**src/rtl/dht11_pkg.sv**
```systemverilog
// dht11_pkg: shared state encoding, frame field positions and limits for the
// DHT11 frame decoder.
`default_nettype none

package dht11_pkg;

   typedef logic [2:0] state_t;

   localparam state_t S_IDLE    = 3'd0;
   localparam state_t S_CHECK   = 3'd1;
   localparam state_t S_SCALE   = 3'd2;
   localparam state_t S_CONVERT = 3'd3;
   localparam state_t S_DONE    = 3'd4;

   localparam int HUM_INT_LSB  = 32;
   localparam int HUM_DEC_LSB  = 24;
   localparam int TMP_INT_LSB  = 16;
   localparam int TMP_DEC_LSB  = 8;
   localparam int CSUM_LSB     = 0;
   localparam int TMP_NEG_BIT  = 15;

   localparam logic [7:0] MAX_FIELD = 8'd99;

   localparam int BIN_W_DEFAULT = 14;
   localparam int CONV_CYCLES   = BIN_W_DEFAULT;

endpackage

`default_nettype wire

```
**src/rtl/bin2bcd_seq.sv**
```systemverilog
// bin2bcd_seq: sequential shift-add-3 binary to packed BCD, one bit per clock.
// done is high during the final shift; bcd holds the result from the next cycle.
`default_nettype none

module bin2bcd_seq #(
   parameter int BIN_W      = 14,
   parameter int BCD_DIGITS = 4
) (
   input  logic                    clk,
   input  logic                    rst,
   input  logic                    start,
   input  logic [BIN_W-1:0]        bin,
   output logic                    done,
   output logic [4*BCD_DIGITS-1:0] bcd
);

   localparam int SR_W = 4*BCD_DIGITS + BIN_W;
   localparam int CW   = $clog2(BIN_W + 1);
   localparam logic [CW-1:0] c_steps = CW'(BIN_W);

   logic [SR_W-1:0] r_sr;
   logic [CW-1:0]   r_cnt;
   logic            r_busy;
   logic [SR_W-1:0] w_adj;

   always_comb begin
      w_adj = r_sr;
      for (int d = 0; d < BCD_DIGITS; d++) begin
         if (r_sr[BIN_W+4*d +: 4] >= 4'd5) begin
            w_adj[BIN_W+4*d +: 4] = r_sr[BIN_W+4*d +: 4] + 4'd3;
         end
      end
   end

   always_ff @(posedge clk) begin
      if (rst) begin
         r_sr   <= '0;
         r_cnt  <= '0;
         r_busy <= 1'b0;
      end else if (start) begin
         r_sr   <= {{(4*BCD_DIGITS){1'b0}}, bin};
         r_cnt  <= c_steps;
         r_busy <= 1'b1;
      end else if (r_busy) begin
         r_sr  <= {w_adj[SR_W-2:0], 1'b0};
         r_cnt <= r_cnt - 1'b1;
         if (r_cnt == CW'(1)) begin
            r_busy <= 1'b0;
         end
      end
   end

   assign done = r_busy && (r_cnt == CW'(1));
   assign bcd  = r_sr[SR_W-1 -: 4*BCD_DIGITS];

endmodule

`default_nettype wire

```
**src/rtl/dht11_frame_decode.sv**
```systemverilog
// dht11_frame_decode: validates DHT11 frames, scales the selected reading to
// hundredths and emits packed BCD + sign. Macro DHT11_ERR_CNT_EN enables err_cnt.
`default_nettype none

module dht11_frame_decode
   import dht11_pkg::*;
#(
   parameter int BIN_W      = 14,
   parameter int BCD_DIGITS = 4,
   parameter int ERR_CNT_W  = 8
) (
   input  logic                    sys_clk,
   input  logic                    sys_rst,
   input  logic [39:0]             frame_in,
   input  logic                    frame_valid,
   input  logic                    sel,
   output logic [4*BCD_DIGITS-1:0] data,
   output logic                    sign,
   output logic                    data_valid,
   output logic                    csum_err,
   output logic [ERR_CNT_W-1:0]    err_cnt
);

   state_t                  r_state;
   logic [39:0]             r_frame;
   logic                    r_sel_new;
   logic                    r_sel;
   logic [39:0]             r_pend_frame;
   logic                    r_pend_valid;
   logic                    r_good_valid;
   logic [7:0]              r_good_hint;
   logic [6:0]              r_good_hdec;
   logic [7:0]              r_good_tint;
   logic [7:0]              r_good_tdec;
   logic                    r_sign_work;
   logic [4*BCD_DIGITS-1:0] r_data;
   logic                    r_sign;
   logic                    r_data_valid;
   logic                    r_csum_err;

   logic [7:0]              w_sum;
   logic [7:0]              w_int_chk;
   logic [6:0]              w_dec_chk;
   logic                    w_reject;
   logic [7:0]              w_int_s;
   logic [6:0]              w_dec_s;
   logic [BIN_W-1:0]        w_int_ext;
   logic [BIN_W-1:0]        w_value;
   logic                    w_conv_start;
   logic                    w_conv_done;
   logic [4*BCD_DIGITS-1:0] w_bcd;

   // Modulo-256 checksum over the four data bytes, range check on the selected pair.
   assign w_sum = r_frame[HUM_INT_LSB +: 8] + r_frame[HUM_DEC_LSB +: 8]
                + r_frame[TMP_INT_LSB +: 8] + r_frame[TMP_DEC_LSB +: 8];
   assign w_int_chk = r_sel_new ? r_frame[HUM_INT_LSB +: 8] : r_frame[TMP_INT_LSB +: 8];
   assign w_dec_chk = r_sel_new ? r_frame[HUM_DEC_LSB +: 7] : r_frame[TMP_DEC_LSB +: 7];
   assign w_reject  = (w_sum != r_frame[CSUM_LSB +: 8])
                   || (w_int_chk > MAX_FIELD)
                   || ({1'b0, w_dec_chk} > MAX_FIELD);

   // int*100 built as int*64 + int*32 + int*4.
   assign w_int_s   = r_sel ? r_good_hint : r_good_tint;
   assign w_dec_s   = r_sel ? r_good_hdec : r_good_tdec[6:0];
   assign w_int_ext = BIN_W'(w_int_s);
   assign w_value   = (w_int_ext << 6) + (w_int_ext << 5) + (w_int_ext << 2)
                    + BIN_W'(w_dec_s);

   assign w_conv_start = (r_state == S_SCALE);

   bin2bcd_seq #(
      .BIN_W      (BIN_W),
      .BCD_DIGITS (BCD_DIGITS)
   ) u_bin2bcd (
      .clk   (sys_clk),
      .rst   (sys_rst),
      .start (w_conv_start),
      .bin   (w_value),
      .done  (w_conv_done),
      .bcd   (w_bcd)
   );

   always_ff @(posedge sys_clk) begin
      if (sys_rst) begin
         r_state      <= S_IDLE;
         r_frame      <= '0;
         r_sel_new    <= 1'b0;
         r_sel        <= 1'b0;
         r_pend_frame <= '0;
         r_pend_valid <= 1'b0;
         r_good_valid <= 1'b0;
         r_good_hint  <= '0;
         r_good_hdec  <= '0;
         r_good_tint  <= '0;
         r_good_tdec  <= '0;
         r_sign_work  <= 1'b0;
         r_data       <= '0;
         r_sign       <= 1'b0;
         r_data_valid <= 1'b0;
         r_csum_err   <= 1'b0;
      end else begin
         r_data_valid <= 1'b0;
         r_csum_err   <= 1'b0;

         if (frame_valid && (r_state != S_IDLE)) begin
            r_pend_frame <= frame_in;
            r_pend_valid <= 1'b1;
         end

         case (r_state)
            S_IDLE: begin
               if (frame_valid) begin
                  r_frame      <= frame_in;
                  r_sel_new    <= sel;
                  r_pend_valid <= 1'b0;
                  r_state      <= S_CHECK;
               end else if (r_pend_valid) begin
                  r_frame      <= r_pend_frame;
                  r_sel_new    <= sel;
                  r_pend_valid <= 1'b0;
                  r_state      <= S_CHECK;
               end else if (r_good_valid && (sel != r_sel)) begin
                  r_sel   <= sel;
                  r_state <= S_SCALE;
               end
            end
            S_CHECK: begin
               if (w_reject) begin
                  r_csum_err <= 1'b1;
                  r_state    <= S_IDLE;
               end else begin
                  r_good_hint  <= r_frame[HUM_INT_LSB +: 8];
                  r_good_hdec  <= r_frame[HUM_DEC_LSB +: 7];
                  r_good_tint  <= r_frame[TMP_INT_LSB +: 8];
                  r_good_tdec  <= r_frame[TMP_DEC_LSB +: 8];
                  r_good_valid <= 1'b1;
                  r_sel        <= r_sel_new;
                  r_state      <= S_SCALE;
               end
            end
            S_SCALE: begin
               r_sign_work <= ~r_sel & r_good_tdec[TMP_NEG_BIT-TMP_DEC_LSB];
               r_state     <= S_CONVERT;
            end
            S_CONVERT: begin
               if (w_conv_done) begin
                  r_state <= S_DONE;
               end
            end
            S_DONE: begin
               r_data       <= w_bcd;
               r_sign       <= r_sign_work;
               r_data_valid <= 1'b1;
               r_state      <= S_IDLE;
            end
            default: r_state <= S_IDLE;
         endcase
      end
   end

`ifdef DHT11_ERR_CNT_EN
   logic [ERR_CNT_W-1:0] r_err_cnt;

   always_ff @(posedge sys_clk) begin
      if (sys_rst) begin
         r_err_cnt <= '0;
      end else if ((r_state == S_CHECK) && w_reject && (r_err_cnt != {ERR_CNT_W{1'b1}})) begin
         r_err_cnt <= r_err_cnt + 1'b1;
      end
   end

   assign err_cnt = r_err_cnt;
`else
   assign err_cnt = '0;
`endif

   assign data       = r_data;
   assign sign       = r_sign;
   assign data_valid = r_data_valid;
   assign csum_err   = r_csum_err;

endmodule

`default_nettype wire

```
**config.mk**
```make
export PLATFORM = sky130hd
export DESIGN_NAME = dht11_frame_decode
export DESIGN_NICKNAME = d
export VERILOG_FILES = /design/src/rtl/dht11_pkg.sv /design/src/rtl/bin2bcd_seq.sv /design/src/rtl/dht11_frame_decode.sv
export SDC_FILE = /design/constraint.sdc
export NUM_CORES = 1
export LEC_CHECK = 0
export BUFFER_PORTS_ARGS = -buffer_cell sky130_fd_sc_hd__clkbuf_2
export CAP_MARGIN = 20
export CORE_UTILIZATION = 50
export DETAILED_ROUTE_END_ITERATION = 8
export PLACE_DENSITY_LB_ADDON = 0.08
export SYNTH_ARGS = -nofsm -noshare
export SYNTH_HDL_FRONTEND = slang
export SYNTH_SLANG_ARGS = --single-unit
export TNS_END_PERCENT = 30
```
**constraint.sdc**
```tcl
create_clock -name sys_clk -period 5 [get_ports sys_clk]
set_input_delay 0.25 -clock sys_clk [delete_from_list [all_inputs] [get_ports sys_clk]]
set_output_delay 0.25 -clock sys_clk [all_outputs]
set_load 0.1 [all_outputs]
```
# Word level (Yosys, flattened, before mapping)
# Index checks and enable logic that the tools add are counted.
dict set report totals {
  register_bits 173
  elab_cells 107
  input_bits 44
}
dict set report op_classes {
  n_bitwise 4
  n_lt_le_gt_ge 6
  addsub 11
  n_mux 36
  n_eq_ne 13
  reduce_logical 16
}
# op n
set ops {}
lappend ops {{40-bit 2-to-1 mux} 2}
lappend ops {{14-bit 2-to-1 mux} 2}
lappend ops {{8-bit adder} 3}
lappend ops {{4-bit 2-to-1 mux} 5}
lappend ops {{4-bit by 3-bit >= comparator with 1-bit output (second input constant)} 4}
lappend ops {{8-bit 2-to-1 mux} 2}
lappend ops {{1-bit 2-to-1 mux} 15}
lappend ops {{3-bit 2-to-1 mux} 5}
lappend ops {{14-bit by 10-bit adder with 14-bit output} 1}
lappend ops {{14-bit by 13-bit adder with 14-bit output} 1}
lappend ops {{14-bit by 7-bit adder with 14-bit output} 1}
lappend ops {{7-bit 2-to-1 mux} 2}
lappend ops {{4-bit by 2-bit adder with 4-bit output (second input constant)} 3}
lappend ops {{3-bit one-hot mux with 4 select lines} 1}
lappend ops {{8-bit by 7-bit greater-than comparator with 1-bit output (second input constant)} 1}
lappend ops {{2-bit != test (second input constant)} 4}
lappend ops {{8-bit != test} 1}
lappend ops {{7-bit greater-than comparator (second input constant)} 1}
lappend ops {{3-bit by 2-bit == test with 1-bit output (second input constant)} 2}
lappend ops {{2-bit AND reduction} 3}
lappend ops {{2-bit nonzero test} 3}
lappend ops {{5-bit AND reduction} 1}
lappend ops {{4-bit by 1-bit == test with 1-bit output (second input constant)} 1}
lappend ops {{4-bit != test (second input constant)} 1}
lappend ops {{other kinds (15)} 21}

# Depth between registers and ports, before layout
dict set report depth {
  ltp_word 8
  ltp_mapped 15
  depth_no_buf 13
}

# Modules after synthesis
# From an unflattened synthesis, not the netlist that was laid out.
dict set report hier_totals {
  hier_cells 1043
  hier_area_um2 9043.7
}
# mod cells_each instances area_per_inst_um2
set by_module_without_submodules {}
lappend by_module_without_submodules {dht11_frame_decode 792 1 6985.4}
lappend by_module_without_submodules {bin2bcd_seq 251 1 2058.2}

# Worst setup path before layout
# OpenSTA, ideal clock, no wires.
dict set report synth_path {
  path_type {flip-flop to flip-flop}
  start {register r_sel}
  end {register u_bin2bcd.r_sr[12]}
  path_buffers 2
  setup_slack_ps 959
  setup_ps 122
  t_required_ps 4878
  stages_incl_launch_ff 13
  t_arrival_ps 3920
  cell_sequence {dfxtp_1 -> clkbuf_1 -> clkbuf_1 -> mux2_2 -> fa_1 -> fa_1 -> ha_1 -> a21o_1 -> a21oi_1 -> o21bai_1 -> a2111oi_0 -> o21ai_0 -> o311a_1}
}
dict set report synth_via {
  elab_chain_cells 5
}
# item line
set synth_lines {}
lappend synth_lines {{from (decl)} dht11_frame_decode.sv:27} ;# logic r_sel;
lappend synth_lines {{from (signal assigned)} dht11_frame_decode.sv:123} ;# r_sel <= sel;
lappend synth_lines {{from (signal assigned)} dht11_frame_decode.sv:137} ;# r_sel <= r_sel_new;
lappend synth_lines {{8-bit 2-to-1 mux} dht11_frame_decode.sv:63} ;# assign w_int_s = r_sel ? r_good_hint : r_good_tint;
lappend synth_lines {{14-bit by 13-bit adder with 14-bit output} dht11_frame_decode.sv:66} ;# assign w_value = (w_int_ext << 6) + (w_int_ext << 5) + (w_int_ext << 2)
lappend synth_lines {{14-bit by 10-bit adder with 14-bit output} dht11_frame_decode.sv:66}
lappend synth_lines {{14-bit by 7-bit adder with 14-bit output *} dht11_frame_decode.sv:67} ;# + BIN_W'(w_dec_s);
lappend synth_lines {{14-bit 2-to-1 mux *} bin2bcd_seq.sv:40} ;# end else if (start) begin
lappend synth_lines {{to (signal assigned)} bin2bcd_seq.sv:41} ;# r_sr <= {{(4*BCD_DIGITS){1'b0}}, bin};
lappend synth_lines {{to (signal assigned)} bin2bcd_seq.sv:45} ;# r_sr <= {w_adj[SR_W-2:0], 1'b0};
lappend synth_lines {{to (decl)} bin2bcd_seq.sv:21} ;# logic [SR_W-1:0] r_sr;
# Mark *: on every way between the ends. The rest lies on a longest branch, timed or not.
# A chain may end at the register's enable or synchronous reset.

# Worst setup path after layout
# Same ends and word-level chain as after synthesis.

==> flow_summary.ini <==
[outcome]
status = finished, final reports clean

[power]
power.share.clock_pct = 33.5
pwr-share-seq_pct = 41.7
switching_share_pct = 32.8
power.leakage_nw = 3.93
pwr-share-comb_pct = 24.8
switchingPower_w = 0.00130
max-vdd-ir-drop_uv = 319
internal-power_w = 0.00265
power.density_mw_per_mm2 = 415

[place]
dp_hpwl_um = 12900
dpl_worst_slack_ps = 1010
port_buffers = 62
routabilityCongestion = 0.824

[min_path]
min_to = r_pend_frame[5]
hp-class = in2reg
min-delay-start = frame_in[5]
holdPathStages = 3

[synth]
yosys_warnings = 0
synth_ff_type = dfxtp_1
ys_async_sr_fraction_pct = 0
synth.largest_area_cell = dfxtp_1
ys_ff_latch = 173
yosys.cell_types.count = 46
syn_inst = 950
ys_seq_area_share_pct = 40.4
syn_area_mm2 = 0.00858
synth.area.top_cells = dfxtp_1 (40%), mux2i_1 (11%), nand2_1 (6.1%)
synth-edff-count = 0
yosys.area.top_type_share_pct = 40.4
postSynthAreaPerCell_um2 = 9.03

[clock_network]
clkTransAtPathRegs_ps = 70
post_cts_resized = 0
clk_latency_ps = 430
cts_tree = done
holdBufCountCts = 0
cts.sinks = 173
clockRootBuffer = clkbuf_16
cts_setup_buffers = 0
cts_buffers = 17
ctsLongestPathBuffers = 2
h-tree-depth = 4

[finish]
nNetsFinal = 1086
drive_gt1_share_pct = 12.7
area_delta_synth_final_pct = 11.0
antenna_cells = 0

[timing]
grt_setup_unrepaired = false
slew_headroom_pct = 41.3
post-route-period-util_pct = 80.5
setup_viol = 0
fmax_mhz = 248
finalCriticalPeriod_ps = 4030
final.setup.tns_ps = 0
fin_skew_ps = 8.87
fin_ws_ps = 974
slew_viol_final = 0
tightest_slew_ps = 881
finalHoldViolations = 0

[global_routing]
antenna_found_initial = 0
grt_overflow = 0
grt_max_degree = 83
track_usage_pct = 22.2
grt_pass1_wl_um = 30900
first_global_vias = 5955

[critical_path]
reg2reg_to = u_bin2bcd.r_sr[12]
worstPathCellList = mux2_2 -> fa_1 -> fa_1 -> ha_1 -> a21o_1 -> a21oi_1 -> o21bai_1 -> a2111oi_0 -> o21ai_0 -> o311a_1
critPathMaxFanout = 15
path_buf_inv = 0
crit_slowest_cell = dfxtp_1
endpoint_kind = register
critPathTopFamily = compound AO/OA/AOI/OAI gates
start_kind = register
worst-r2r-cell-count = 10
r2r_start = r_sel
rrSetupSlack_ps = 970
crit_arrival_ps = 4340
slowest_delay_ps = 750
required_ps = 5310
critical_path_class = reg2reg
crit_path_frequent_cell = fa_1

[floorplanning]
die_h_um = 133
core-area_mm2 = 0.0166
die_x_um = 133
num_rows = 47
io_pins = 71
initial_core_util_pct = 51.6
fp.dieArea_mm2 = 0.0177

[drt]
vias = 6410
ant_nets = 0
routedWlPerCell_um = 15.0
drcViolationCount = 0
drt_pre_antenna_iters = 5
routed_via_density = 5.29
first_iter_violations = 358
wl_um = 18200

[run]
maxCapViolations = 0
-- registers in the layout, indices dropped and copies added, names as in the netlist --
| signal | flops |
|---|---|
| csum_err | 1 |
| r_good_valid | 1 |
| r_sel_new | 1 |
| r_sign_work | 1 |
| r_good_hdec | 7 |
| r_pend_frame | 40 |
| r_good_tdec | 8 |
| sign | 1 |
| data_valid | 1 |
| r_good_tint | 8 |
| r_state | 3 |
| r_frame | 40 |
| u_bin2bcd.r_busy | 1 |
| u_bin2bcd.r_sr | 30 |
| r_sel | 1 |
| u_bin2bcd.r_cnt | 4 |
| data | 16 |
| r_pend_valid | 1 |
| r_good_hint | 8 |
-- worst max path at each step --
stage                      from            endpoint  slack (ps)  cells after the start
after global routing      r_sel  u_bin2bcd.r_sr[12]         700                     10
after floorplan           r_sel  u_bin2bcd.r_sr[12]         960                     12
after global placement    r_sel  u_bin2bcd.r_sr[11]        1050                      9
after CTS                 r_sel  u_bin2bcd.r_sr[12]         930                     10
final                     r_sel  u_bin2bcd.r_sr[12]         970                     10
after detailed placement  r_sel  u_bin2bcd.r_sr[12]        1010                     10
-- layer usage --
layer | part of all wire, % | global-route usage (%) | up-vias
met1 | 51 | 32.1 | 2998
met5 | 0 | 0 | -
met4 | 1.1 | 6.07 | 0
met2 | 44 | 33.1 | 106
met3 | 3.7 | 4.60 | 15
li1 | - | - | 3291
-- cell type report --
cell class,count,area [um^2]
Clock inverter,14,159
Multi-Input combinational cell,690,4710
Inverter,27,101
Fill cell,1494,7120
Sequential cell,173,3460
Tap cell,220,275
Clock buffer,17,425
Timing Repair Buffer,71,380
-- cells in the mapped netlist (all sizes together), types with 4 or more instances --
cell,number
a211oi,54
clkbuf,46
inv,27
nor3,12
fa,21
nand3,8
o311ai,4
buf,21
a21oi,88
xnor2,20
nor2,115
mux2i,90
nor2b,5
dfxtp,173
nand2,140
o21ai,19
nand2b,5
xor2,16
a21o,5
mux2,14
ha,41
-- worst min-delay path, delay by kind of cell --
| kind | cells | cell delay (ps) |
|---|---|---|
| buffers and inverters | 1 | 90 |
| AOI/OAI and AO/OA | 1 | 50 |
| and+or+nand+nor | 1 | 50 |
-- cell usage in the layout (no fill, tap or decap), drive strengths merged, types with 21 or more instances in the layout --
cell type and n:
inv 32, nor2 115, fa 21, a211oi 54, ha 41, nand2 140
clkbuf 78, a21oi 88, dfxtp 173, mux2i 90
-- power by group through the flow --
stage	combinational, W	clock, W	sequential [W]
floorplan	0.000806	0	0.00162
finish	0.000980	0.00132	0.00164
global route	0.00111	0.00140	0.00166
global placement	0.000974	0	0.00167
detailed placement	0.000988	0	0.00168
CTS	0.000991	0.00135	0.00164
-- cell families (layout without fill, tap and decap cells) --
family                   Yosys count  count (layout)  share of synthesized area [%]
AO/OA/AOI/OAI                    184             184                           13.3
XOR/XNOR                          36              36                           3.94
adder cells (fa/ha/maj)           62              62                           10.9
buffers and inverters             94             129                           5.18
flip-flops                       173             173                           40.4
multiplexers                     104             104                           12.3
other                              1               8                         0.0437
AND/OR/NAND/NOR                  296             296                           14.0
-- per-stage QoR --
| stage | instance area, um^2 | instances | utilization, % | total power, W | hold WS [ps] |
|---|---|---|---|---|---|
| floorplan | 8610 | 957 | - | 0.00243 | 386 |
| global placement | 8930 | 1181 | 53.7 | 0.00265 | 441 |
| detailed placement | 8930 | 1181 | 53.7 | 0.00266 | 446 |
| CTS | 9520 | 1212 | 57.2 | 0.00399 | 32.3 |
| global route | 9520 | 1212 | 57.2 | 0.00418 | 37.2 |
| finish | 9520 | 1212 | 57.2 | 0.00395 | 42.5 |
Power figures use the tool's default switching activity.
